<file path="config.mk">
export PLATFORM = sky130hd
export DESIGN_NAME = codeword_bit_packer
export DESIGN_NICKNAME = d
export VERILOG_FILES = /design/src/rtl/codeword_bit_packer_pkg.sv /design/src/rtl/codeword_bit_packer_align.sv /design/src/rtl/codeword_bit_packer.sv
export SDC_FILE = /design/constraint.sdc
export NUM_CORES = 1
export LEC_CHECK = 0
export BUFFER_PORTS_ARGS = -buffer_cell sky130_fd_sc_hd__buf_2
export CORE_MARGIN = 5
export CORE_UTILIZATION = 50
export CTS_CLUSTER_SIZE = 8
export DETAILED_ROUTE_END_ITERATION = 10
export PLACE_DENSITY = 0.8
export SETUP_SLACK_MARGIN = 0.15
export SYNTH_ARGS = -nofsm -noshare
export SYNTH_HDL_FRONTEND = slang
export SYNTH_SLANG_ARGS = --single-unit
</file>
<file path="constraint.sdc">
create_clock -name clk_i -period 9.85 [get_ports clk_i]
set_input_delay 1.97 -clock clk_i [delete_from_list [all_inputs] [get_ports clk_i]]
set_output_delay 1.97 -clock clk_i [all_outputs]
set_load 0.01 [all_outputs]
</file>
<file path="src/rtl/codeword_bit_packer_pkg.sv">
// Shared definitions for the codeword bit packer: FSM state encoding,
// default accumulator width and the fill-counter width derived from it.
// Latency: n/a (types and constants only). Backpressure: n/a.
package codeword_bit_packer_pkg;

    typedef enum logic [1:0] {
        ST_RUN   = 2'd0,
        ST_FLUSH = 2'd1,
        ST_DONE  = 2'd2
    } state_t;

    localparam int ACC_WIDTH_DEF = 64;
    localparam int LEN_WIDTH     = 6;

    // Counter must represent 0..acc_width inclusive.
    function automatic int fill_width(input int acc_width);
        return $clog2(acc_width + 1);
    endfunction

    localparam int FILL_WIDTH = fill_width(ACC_WIDTH_DEF);

endpackage

</file>
<file path="src/rtl/codeword_bit_packer_align.sv">
// Purpose: places a right-justified codeword into the left-aligned accumulator
//          so that its first-transmitted bit lands directly after 'pos' held bits.
// Latency: combinational. Backpressure: none.
// Ports: data/len = codeword (len already clamped), pos = bits already queued,
//        aligned = codeword shifted into accumulator position, zeros elsewhere.
module codeword_bit_packer_align
    import codeword_bit_packer_pkg::*;
#(
    parameter int ENCODE_DATALENGTH = 21,
    parameter int ACC_WIDTH         = 64,
    parameter int CNT_W             = 7
) (
    input  logic [ENCODE_DATALENGTH-1:0] data,
    input  logic [LEN_WIDTH-1:0]         len,
    input  logic [CNT_W-1:0]             pos,
    output logic [ACC_WIDTH-1:0]         aligned
);

    logic [ENCODE_DATALENGTH-1:0] mask;
    logic [CNT_W:0]               shamt;

    always_comb begin
        // (1 << len) - 1 wraps to all-ones when len == ENCODE_DATALENGTH.
        mask    = (ENCODE_DATALENGTH'(1) << len) - ENCODE_DATALENGTH'(1);
        // Ready gating guarantees pos + len <= ACC_WIDTH, so no underflow.
        shamt   = (CNT_W+1)'(ACC_WIDTH) - {1'b0, pos} - (CNT_W+1)'(len);
        aligned = ACC_WIDTH'(data & mask) << shamt;
    end

endmodule

</file>
<file path="src/rtl/codeword_bit_packer.sv">
// Purpose: packs variable-length codewords MSB-first into OUT_WIDTH words; flush
//          zero-pads and closes the final partial word, tagging it word_last_o.
// Latency: a codeword that brings the fill to >= OUT_WIDTH yields a word one edge later.
// Backpressure: word_ready_i low holds the output word; cw_ready_o drops when the
//          accumulator cannot take a maximum-length codeword or while flushing.
// Ports: clk_i/rst_i (sync, active high); cw_* codeword input handshake;
//        word_* packed output handshake; flush_i/flush_done_o segment close;
//        fill_o bits held; err_len_o sticky over-length codeword flag.
module codeword_bit_packer
    import codeword_bit_packer_pkg::*;
#(
    parameter  int ENCODE_DATALENGTH = 21,
    parameter  int OUT_WIDTH         = 32,
    parameter  int ACC_WIDTH         = ACC_WIDTH_DEF,
    localparam int CNT_W             = fill_width(ACC_WIDTH)
) (
    input  logic                         clk_i,
    input  logic                         rst_i,
    input  logic                         cw_valid_i,
    output logic                         cw_ready_o,
    input  logic [LEN_WIDTH-1:0]         encode_length_i,
    input  logic [ENCODE_DATALENGTH-1:0] encode_data_i,
    input  logic                         flush_i,
    output logic                         word_valid_o,
    input  logic                         word_ready_i,
    output logic [OUT_WIDTH-1:0]         word_data_o,
    output logic                         word_last_o,
    output logic [CNT_W-1:0]             fill_o,
    output logic                         flush_done_o,
    output logic                         err_len_o
);

    localparam logic [CNT_W-1:0]     OUT_C     = CNT_W'(OUT_WIDTH);
    localparam logic [CNT_W-1:0]     READY_MAX = CNT_W'(ACC_WIDTH - ENCODE_DATALENGTH);
    localparam logic [LEN_WIDTH-1:0] MAX_LEN   = LEN_WIDTH'(ENCODE_DATALENGTH);

    state_t                 state;
    logic [ACC_WIDTH-1:0]   acc;   // left-aligned; bits below the fill are always zero
    logic [CNT_W-1:0]       cnt;

    logic                   out_free;
    logic                   full_load;
    logic                   part_load;
    logic                   accept;
    logic [LEN_WIDTH-1:0]   len_eff;
    logic [LEN_WIDTH-1:0]   append_len;
    logic [ACC_WIDTH-1:0]   acc_rem;
    logic [CNT_W-1:0]       cnt_rem;
    logic [ACC_WIDTH-1:0]   aligned;

    assign cw_ready_o = (state == ST_RUN) && (cnt <= READY_MAX);
    assign fill_o     = cnt;

    always_comb begin
        out_free   = !word_valid_o || word_ready_i;
        accept     = cw_valid_i && cw_ready_o;
        full_load  = (state != ST_DONE) && out_free && (cnt >= OUT_C);
        // Final partial word: only while flushing, once no full word remains.
        part_load  = (state == ST_FLUSH) && out_free && (cnt < OUT_C) && (cnt != '0);
        len_eff    = (encode_length_i > MAX_LEN) ? MAX_LEN : encode_length_i;
        append_len = accept ? len_eff : '0;
        // Removal happens first so the append lands behind the surviving bits.
        acc_rem    = full_load ? (acc << OUT_WIDTH) : acc;
        cnt_rem    = full_load ? (cnt - OUT_C) : cnt;
    end

    codeword_bit_packer_align #(
        .ENCODE_DATALENGTH (ENCODE_DATALENGTH),
        .ACC_WIDTH         (ACC_WIDTH),
        .CNT_W             (CNT_W)
    ) u_align (
        .data    (encode_data_i),
        .len     (append_len),
        .pos     (cnt_rem),
        .aligned (aligned)
    );

    always_ff @(posedge clk_i) begin
        if (rst_i) begin
            state        <= ST_RUN;
            acc          <= '0;
            cnt          <= '0;
            word_valid_o <= 1'b0;
            word_data_o  <= '0;
            word_last_o  <= 1'b0;
            flush_done_o <= 1'b0;
            err_len_o    <= 1'b0;
        end else begin
            flush_done_o <= 1'b0;

            if (accept && (encode_length_i > MAX_LEN)) begin
                err_len_o <= 1'b1;
            end

            if (part_load) begin
                acc <= '0;
                cnt <= '0;
            end else begin
                acc <= acc_rem | aligned;
                cnt <= cnt_rem + CNT_W'(append_len);
            end

            if (full_load || part_load) begin
                word_valid_o <= 1'b1;
                word_data_o  <= acc[ACC_WIDTH-1 -: OUT_WIDTH];
                // A full word that empties the accumulator during a flush is the last one.
                word_last_o  <= part_load || ((state == ST_FLUSH) && (cnt_rem == '0));
            end else if (word_ready_i) begin
                word_valid_o <= 1'b0;
            end

            case (state)
                ST_RUN: begin
                    if (flush_i) begin
                        state <= ST_FLUSH;
                    end
                end
                ST_FLUSH: begin
                    // cnt == 0 here means either nothing was queued or the final
                    // word already left the accumulator; nothing more to emit.
                    if (part_load || (full_load && (cnt_rem == '0)) || (cnt == '0)) begin
                        state <= ST_DONE;
                    end
                end
                ST_DONE: begin
                    if (!word_valid_o) begin
                        flush_done_o <= 1'b1;
                        state        <= ST_RUN;
                    end
                end
                default: state <= ST_RUN;
            endcase
        end
    end

endmodule

</file>
==> results of run 1 <==
-- flip-flops by register name, summed over array words and instances (netlist names) --
| signal | count |
|---|---|
| acc | 64 |
| err_len_o | 1 |
| fill_o | 7 |
| flush_done_o | 1 |
| state | 2 |
| word_data_o | 32 |
| word_last_o | 1 |
| word_valid_o | 1 |
-- kinds of logic (layout without fill, tap and decap cells) --
family,after synthesis,in the layout,share of synthesized area [%]
AND/OR/NAND/NOR,416,416,25.9
multiplexers,33,33,4.91
flip-flops,109,109,28.9
buffers and inverters,93,128,5.04
adder cells (fa/ha/maj),23,23,4.01
other,2,2,0.0996
XOR/XNOR,11,11,1.28
AO/OA/AOI/OAI,322,322,29.8
-- layout make-up --
cell class	count	area share, %
inverters	26	1.20
well taps	184	2.79
multi-input cells	807	60.4
clock buffers	10	2.77
repair buffers	87	5.64
flip-flops and latches	109	26.4
clock inverters	5	0.743
-- cells in the final DEF (no fill, tap or decap), types with 10 or more instances in the layout --
master / netlist / final
a31oi_1: 17 / 17
nor3_1: 27 / 27
mux2i_1: 28 / 28
a21oi_1: 72 / 72
buf_2: 12 / 75
nand3_1: 30 / 30
and3_1: 10 / 10
nand2_1: 165 / 165
o22ai_1: 21 / 21
nor2_1: 108 / 107
inv_1: 23 / 23
o21ai_0: 59 / 59
a32oi_1: 10 / 10
buf_4: 0 / 12
ha_1: 21 / 21
a22oi_1: 21 / 21
dfxtp_1: 109 / 109
o211ai_1: 18 / 18
-- worst reg2reg max path, stage by stage (launching register included) --
cell and delay (ns):
dfxtp_1 0.45, nor4_1 0.45, nand3_1 0.20, o21ai_0 0.24
and3_1 0.19, buf_4 0.45, xnor2_1 0.18, ha_1 0.35
ha_1 0.41, o21ai_1 0.10, o21a_2 0.26, nor2_1 0.71
nand2_1 0.18, o22ai_1 0.41, a2bb2oi_1 0.71, and2_1 0.25
a21oi_1 0.06, o21ai_0 0.20
-- stage by stage --
stage          util, %  cell area (um^2)
3_5_place_dp      54.4              7970
3_3_place_gp      54.4              7970
2_1_floorplan        -              7540
4_1_cts           56.4              8260
6_report          56.4              8260
5_1_grt           56.4              8260
-- path summary, 6_finish.rpt --
path                                                     to  cells after the start                         from  slack (ns)
worst max register to register           acc[30]$_SDFF_PP0_                     17         fill_o[4]$_SDFF_PP0_        3.99
worst min-delay path            word_data_o[5]$_SDFFE_PP0P_                      2  word_data_o[5]$_SDFFE_PP0P_        0.45
worst min register to register  word_data_o[5]$_SDFFE_PP0P_                      2  word_data_o[5]$_SDFFE_PP0P_        0.45
worst max-delay path                     acc[30]$_SDFF_PP0_                     19                   cw_valid_i        3.09
-- metal layers --
metal | up-vias | global-route usage [%] | share of wire, %
met4 | 0 | 9.24 | 3.1
met5 | - | 0 | 0
met2 | 542 | 40.7 | 43
met1 | 3720 | 40.4 | 43
li1 | 3778 | - | -
met3 | 73 | 4.71 | 11
==> impl_metrics.json, run 1 <==
{
  "outcome": "finished, final reports clean",
  "cts_inserted_buffers": 9,
  "timing.final.crit_period_ns": 6.76,
  "fmax_ghz": 0.148,
  "asyncSetResetFlopFracSynth_pct": 0,
  "worstPathArrival_ns": 7.03,
  "postSynthCellCount": 1009,
  "postLayoutSetupSlackWorst_ns": 3.09,
  "critPathTopFamily": "compound AO/OA/AOI/OAI gates",
  "grt_pass1_vias": 7325,
  "multi_input_area_um2": 4990,
  "cts.sink_count": 109,
  "num_vias": 8113,
  "floorplan.die.width_um": 133,
  "cap_violations": 0,
  "finalWirelength_um": 25200,
  "critPathMaxStageDelay_ns": 0.71,
  "dp_hpwl_um": 18500,
  "timing.final.hold_violations": 0,
  "skew_ns": 0.00956,
  "post_layout_instance_count_excluding_filler_cells": 1228,
  "tritoncts_clock_tree": "built",
  "dp_cells": 1213,
  "antenna_cells_inserted": 0,
  "path_buf_inv": 3,
  "timing_max_transition_violations_final": 0,
  "place.port_buffers": 75,
  "cell_type_contributing_the_most_total_cell_area_after_synthesis": "dfxtp_1",
  "drive_above_1_share_pct": 14.8,
  "path_max_fanout": 16,
  "synthDominantCellAreaShare_pct": 28.9,
  "route.detailed.wl_per_inst_um": 20.6,
  "final_nets": 1095,
  "dieHeight_um": 133,
  "global_route.usage.total_pct": 27.5,
  "fin_worst_hold_slack_ns": 0.446,
  "floorplan.die_area_um2": 17600,
  "worst_ep_required_time_ns": 10.12,
  "post_synth.cell_area_avg_um2": 7.47,
  "synth-seq-area-share_pct": 28.9,
  "post_synth_num_cell_types": 104,
  "worst_setup_hold_path_clk_slew_ns": 0.07,
  "ctsRootBufferMaster": "clkbuf_16",
  "rows": 44,
  "grt_first_pass_wirelength_um": 40100,
  "clk-insertion-delay-late_ns": 0.35,
  "floorplan.initialDensity_pct": 51.5,
  "seq_area_um2": 2180,
  "place_congestion": 0.975,
  "fillerInstances": 1405,
  "timing_worst_setup_path_type": "primary input to flop",
  "htree_num_levels": 3,
  "fin_setup_tns_ns": 0,
  "detailedPlace.worstSlack_ns": 2.89,
  "ys_seq_elements": 109,
  "clock_path_buffers": 2,
  "ys_top_cells_by_area": "dfxtp_1, nand2_1, nor2_1, a21oi_1, o21ai_0",
  "detail_route.vias_per_cell": 6.61,
  "critical_path.slowest_cell": "nor2_1",
  "placeableCoreArea_um2": 14600,
  "number_of_buffers_added_for_setup_after_cts": 0,
  "drt_iter0_markers": 1384,
  "synth_edf_count": 0,
  "worst_setup_path_end_kind": "flop",
  "grt_overflow": 0,
  "synth.top_cells.by_count": "nand2_1, dfxtp_1, nor2_1, a21oi_1, o21ai_0",
  "syn2layout_area_growth_pct": 9.47,
  "synthMostInstantiatedCell": "nand2_1",
  "drt_drc_violations_left": 0,
  "antenna_found_initial": 0,
  "synth.net_count": 1064,
  "startpoint_type": "primary input",
  "ys.warnings.count": 0,
  "crit_path_cell_trace": "buf_2, nor3b_4, o311ai_4, nand2_4, nand3_1, inv_1, ha_1, inv_1, ha_1, fa_1, a211oi_1, o21a_2, nor2_1, nand2_1, o22ai_1, a2bb2oi_1, and2_1, a21oi_1, o21ai_0",
  "syn_area_um2": 7540,
  "ioPinCount": 76,
  "postRouteAntennaNets": 0,
  "postCtsHoldBufs": 0,
  "synth_flop_cell": "dfxtp_1",
  "drt_pass1_iterations": 5,
  "setup_violations": 0,
  "cts_repair_resize_count": 0,
  "largest_net_degree_at_the_start_of_global_routing": 46,
  "holdCritPathClass": "flop to flop",
  "tightest_slew_ns": 1.01,
  "grt_setup_unrepaired": "no",
  "worst_slew_margin_rel_pct": 31.8,
  "layout_worst_path_cycle_share_pct": 68.6
}
Power of run 1 is left out: the tool's default activity adds up to more than one toggle a clock period on the data nets, which glitch-free logic cannot reach.
==> run 2, diff against run 1 <==
==> constraint.sdc (replaced) <==
create_clock -name clk_i -period 6.42 [get_ports clk_i]
set_input_delay 1.284 -clock clk_i [delete_from_list [all_inputs] [get_ports clk_i]]
set_output_delay 1.284 -clock clk_i [all_outputs]
set_load 0.01 [all_outputs]
==> impl_metrics.json, run 2 (synthesis results as in run 1) <==
{
  "global_route.usage.total_pct": 28.7,
  "startpoint_type": "primary input",
  "floorplan.initialDensity_pct": 51.5,
  "largest_net_degree_at_the_start_of_global_routing": 44,
  "drt_pass1_iterations": 8,
  "final_cell_mix": "nand2_1, dfxtp_1, nor2_1",
  "clock_path_buffers": 2,
  "timing_worst_setup_path_type": "primary input to flop",
  "cap_violations": 0,
  "worst_slew_margin_rel_pct": 32.1,
  "tritoncts_clock_tree": "built",
  "final_nets": 1116,
  "grt_first_pass_wirelength_um": 41500,
  "flip_flop_count_of_the_largest_register_all_copies_and_words_added": 64,
  "holdCritPathClass": "flop to flop",
  "postRouteAntennaNets": 0,
  "num_vias": 8110,
  "timing_max_transition_violations_final": 0,
  "dieHeight_um": 133,
  "fillerInstances": 1396,
  "syn2layout_area_growth_pct": 11.3,
  "drive_above_1_share_pct": 16.6,
  "floorplan.die_area_um2": 17600,
  "setup_violations": 0,
  "grt_pass1_vias": 7469,
  "antenna_cells_inserted": 0,
  "layout_worst_path_cycle_share_pct": 89.5,
  "worst_setup_path_end_kind": "flop",
  "outcome": "finished, final reports clean",
  "path_max_fanout": 16,
  "ctsRootBufferMaster": "clkbuf_16",
  "route.detailed.wl_per_inst_um": 20.7,
  "number_of_buffers_added_for_setup_after_cts": 0,
  "detail_route.vias_per_cell": 6.49,
  "antenna_found_initial": 0,
  "worst_ep_required_time_ns": 6.64,
  "rows": 44,
  "fin_setup_tns_ns": 0,
  "skew_ns": 0.00727,
  "postCtsHoldBufs": 0,
  "htree_num_levels": 3,
  "drt_drc_violations_left": 0,
  "timing.final.hold_violations": 0,
  "place_congestion": 1.00,
  "ioPinCount": 76,
  "layout_commonest_cell": "nand2_1",
  "worstPathArrival_ns": 5.97,
  "tightest_slew_ns": 1.01,
  "floorplan.die.width_um": 133,
  "place.port_buffers": 75,
  "finalWirelength_um": 25800,
  "drt_iter0_markers": 1208,
  "cts_repair_resize_count": 0,
  "timing.final.crit_period_ns": 5.75,
  "grt_overflow": 0,
  "cts.sink_count": 109,
  "fmax_ghz": 0.174,
  "placeableCoreArea_um2": 14600,
  "grt_setup_unrepaired": "no",
  "worst_setup_hold_path_clk_slew_ns": 0.07,
  "cts_inserted_buffers": 9,
  "regMostFlops": "acc",
  "dp_hpwl_um": 19300,
  "clk-insertion-delay-late_ns": 0.35
}
## run 2: cell count changes in the layout (fill, tap and decap cells not counted)
| cell | delta |
|---|---|
| buf_4 | +21 |
| inv_6 | +2 |
| clkinv_4 | +2 |
| clkinvlp_4 | -1 |
| clkbuf_1 | -1 |
| inv_8 | -1 |
| bufinv_16 | -1 |
## run 2: critical path, stage by stage
cell and delay (ns):
buf_2 0.08, nor3b_4 0.44, o311ai_4 0.28, nand2_4 0.26
nand3_1 0.19, inv_1 0.13, ha_1 0.13, inv_1 0.04
ha_1 0.21, fa_1 0.48, a211oi_1 0.26, o21a_2 0.27
nor2_1 0.07, buf_4 0.19, o2111a_1 0.13, o21ai_0 0.78
mux2_2 0.37, nand2_1 0.10, o211ai_1 0.14, a31oi_1 0.12
## run 2: path summary, 6_finish.rpt
| path | from | endpoint | slack (ns) | cells past startpoint |
|---|---|---|---|---|
| hold / removal | word_data_o[19]$_SDFFE_PP0P_ | word_data_o[19]$_SDFFE_PP0P_ | 0.45 | 2 |
| setup / recovery | cw_valid_i | acc[38]$_SDFF_PP0_ | 0.67 | 20 |
| setup reg to reg | fill_o[6]$_SDFF_PP0_ | acc[38]$_SDFF_PP0_ | 0.89 | 21 |
| hold reg to reg | word_data_o[19]$_SDFFE_PP0P_ | word_data_o[19]$_SDFFE_PP0P_ | 0.45 | 2 |
## run 2: routing by layer
metal / up-vias / share of wire [%] / wire length (um) / track usage, %
met5: - / 0 / 0 / 0
met4: 0 / 2.6 / 682 / 8.83
met3: 67 / 12 / 2990 / 5.96
met2: 554 / 42 / 10900 / 42.5
met1: 3682 / 44 / 11300 / 41.6
li1: 3807 / - / - / -
## run 2: through the flow
step                utilization (%)  cells  hold slack (ns)  area [um^2]  setup slack, ns
floorplan                         -   1009            0.422         7540             1.27
global placement               55.5   1234            0.429         8120            0.689
detailed placement             55.5   1234            0.440         8120            0.460
CTS                            57.3   1249            0.452         8400            0.813
global route                   57.3   1249            0.463         8400            0.387
finish                         57.3   1249            0.450         8400            0.674
## run 2: layout make-up
type | count | area, um^2 | area share, %
Sequential cell | 109 | 2180 | 26.0
Multi-Input combinational cell | 807 | 4990 | 59.4
Timing Repair Buffer | 108 | 623 | 7.42
Clock buffer | 9 | 225 | 2.68
Inverter | 26 | 98.8 | 1.18
Tap cell | 184 | 230 | 2.74
Clock inverter | 6 | 47.5 | 0.566
Power of run 2 is left out for the same reason.
==> run 3, diff against run 2 <==
--- a/config.mk
+++ b/config.mk
@@ -10,7 +10,7 @@
 export CORE_UTILIZATION = 50
 export CTS_CLUSTER_SIZE = 8
 export DETAILED_ROUTE_END_ITERATION = 10
-export PLACE_DENSITY = 0.8
+export PLACE_DENSITY = 0.66
 export SETUP_SLACK_MARGIN = 0.15
 export SYNTH_ARGS = -nofsm -noshare
 export SYNTH_HDL_FRONTEND = slang
==> impl_metrics.json, run 3 (synthesis results as in run 1) <==
{
  "critical_path.slowest_cell": "o21ai_0",
  "global_route.usage.total_pct": 28.8,
  "antenna_cells_inserted": 0,
  "worst_setup_hold_path_clk_slew_ns": 0.08,
  "worst_setup_path_endpoint": "acc[44]$_SDFF_PP0_",
  "timing_worst_setup_path_type": "primary input to flop",
  "grt_first_pass_wirelength_um": 41300,
  "timing.final.hold_violations": 0,
  "num_vias": 8062,
  "largest_net_degree_at_the_start_of_global_routing": 46,
  "fillerInstances": 1426,
  "drive_above_1_share_pct": 17.0,
  "setup_violations": 0,
  "floorplan.initialDensity_pct": 51.5,
  "drt_pass1_iterations": 5,
  "rr_startpoint": "fill_o[6]$_SDFF_PP0_",
  "fmax_ghz": 0.175,
  "worst_setup_path_end_kind": "flop",
  "drt_iter0_markers": 1005,
  "path_buf_inv": 3,
  "ioPinCount": 76,
  "tightest_slew_ns": 1.06,
  "outcome": "finished, final reports clean",
  "postRouteAntennaNets": 0,
  "worst_slew_margin_rel_pct": 28.5,
  "clk-insertion-delay-late_ns": 0.36,
  "timing.reg2reg.setup_slack_ns": 1.00,
  "final_cell_mix": "nand2_1, dfxtp_1, nor2_1",
  "worst_setup_path_startpoint": "cw_valid_i",
  "timing.final.crit_period_ns": 5.71,
  "place_congestion": 1.01,
  "fin_setup_tns_ns": 0,
  "detail_route.vias_per_cell": 6.45,
  "postCtsHoldBufs": 0,
  "path_max_fanout": 16,
  "clock_path_buffers": 2,
  "grt_pass1_vias": 7486,
  "syn2layout_area_growth_pct": 11.9,
  "critPathTopFamily": "compound AO/OA/AOI/OAI gates",
  "crit_path_cell_trace": "buf_2, nor3b_4, o311ai_4, nand2_4, nand3_1, inv_1, ha_1, inv_1, ha_1, fa_1, a211oi_1, o21a_2, nor2_1, a221o_1, nand2_1, o21ai_0, mux2i_1, o22ai_1",
  "number_of_buffers_added_for_setup_after_cts": 0,
  "dp_hpwl_um": 19300,
  "cts_inserted_buffers": 9,
  "worst_ep_required_time_ns": 6.70,
  "rows": 44,
  "flip_flop_count_of_the_largest_register_all_copies_and_words_added": 64,
  "cts.sink_count": 109,
  "regToRegEndpoint": "acc[44]$_SDFF_PP0_",
  "startpoint_type": "primary input",
  "worst-path-stages": 18,
  "final_nets": 1116,
  "skew_ns": 0.0182,
  "regMostFlops": "acc",
  "critPathMaxStageDelay_ns": 0.59,
  "finish.utilization_pct": 57.6,
  "route.detailed.wl_per_inst_um": 20.6,
  "ctsRootBufferMaster": "clkbuf_16",
  "timing_max_transition_violations_final": 0,
  "layout_commonest_cell": "nand2_1",
  "grt_setup_unrepaired": "no",
  "layout_worst_path_cycle_share_pct": 88.9,
  "reg2reg_depth": 20,
  "place.port_buffers": 75,
  "cap_violations": 0,
  "antenna_found_initial": 0,
  "floorplan.die.width_um": 133,
  "placeableCoreArea_um2": 14600,
  "finalWirelength_um": 25700,
  "htree_num_levels": 3,
  "floorplan.die_area_um2": 17600,
  "cts_repair_resize_count": 0,
  "dieHeight_um": 133,
  "worstPathArrival_ns": 5.99,
  "drt_drc_violations_left": 0,
  "tritoncts_clock_tree": "built",
  "grt_overflow": 0,
  "holdCritPathClass": "flop to flop"
}
## run 3: how the worst min path moves through the flow
stage                     slack, ns                         start                            to  cells past startpoint
after global placement         0.43  word_data_o[15]$_SDFFE_PP0P_  word_data_o[15]$_SDFFE_PP0P_                      2
after CTS                      0.45            acc[15]$_SDFF_PP0_            acc[15]$_SDFF_PP0_                      2
after global routing           0.46  word_data_o[18]$_SDFFE_PP0P_  word_data_o[18]$_SDFFE_PP0P_                      2
final                          0.45   word_data_o[2]$_SDFFE_PP0P_   word_data_o[2]$_SDFFE_PP0P_                      2
after floorplan                0.42            acc[15]$_SDFF_PP0_            acc[15]$_SDFF_PP0_                      2
after detailed placement       0.44            acc[15]$_SDFF_PP0_            acc[15]$_SDFF_PP0_                      2
## run 3: final cells by class
type	instances	area (um^2)	share of cell area, %
clock buffer	10	239	2.83
tap	184	230	2.73
multi-input combinational	807	5000	59.3
clock inverter	6	62.6	0.742
timing repair buffer	108	623	7.39
inverter	26	98.8	1.17
sequential	109	2180	25.9
## run 3: metrics by stage
| stage | hold slack [ns] | setup slack [ns] | cells | area, um^2 |
|---|---|---|---|---|
| 2_1_floorplan | 0.422 | 1.27 | 1009 | 7540 |
| 3_3_place_gp | 0.435 | 0.590 | 1234 | 8140 |
| 3_5_place_dp | 0.436 | 0.470 | 1234 | 8140 |
| 4_1_cts | 0.447 | 0.843 | 1250 | 8440 |
| 5_1_grt | 0.464 | 0.342 | 1250 | 8440 |
| 6_report | 0.447 | 0.710 | 1250 | 8440 |
## run 3: worst register-to-register path, cell delays in order, from the launching register on
cell      delay [ns]
dfxtp_1         0.38
inv_1           0.13
ha_1            0.22
nand2_1         0.16
o311ai_4        0.48
nand2_4         0.25
nand3_1         0.22
inv_1           0.08
ha_1            0.28
inv_1           0.04
ha_1            0.22
fa_1            0.50
a211oi_1        0.25
o21a_2          0.26
or2_0           0.36
nor2_1          0.11
a221o_1         0.38
nand2_1         0.13
o21ai_0         0.26
mux2i_1         0.41
o22ai_1         0.14
## run 3: layer usage
metal  vias up  share of wire (%)  routed length (um)  GRT usage [%]
met1      3762                 46               11800           43.1
li1       3806                  -                   -              -
met5         -                  0                   0              0
met3        47                9.9                2550           6.26
met2       447                 42               10900           41.2
met4         0                2.0                 516           8.26
Power of run 3 is left out for the same reason.
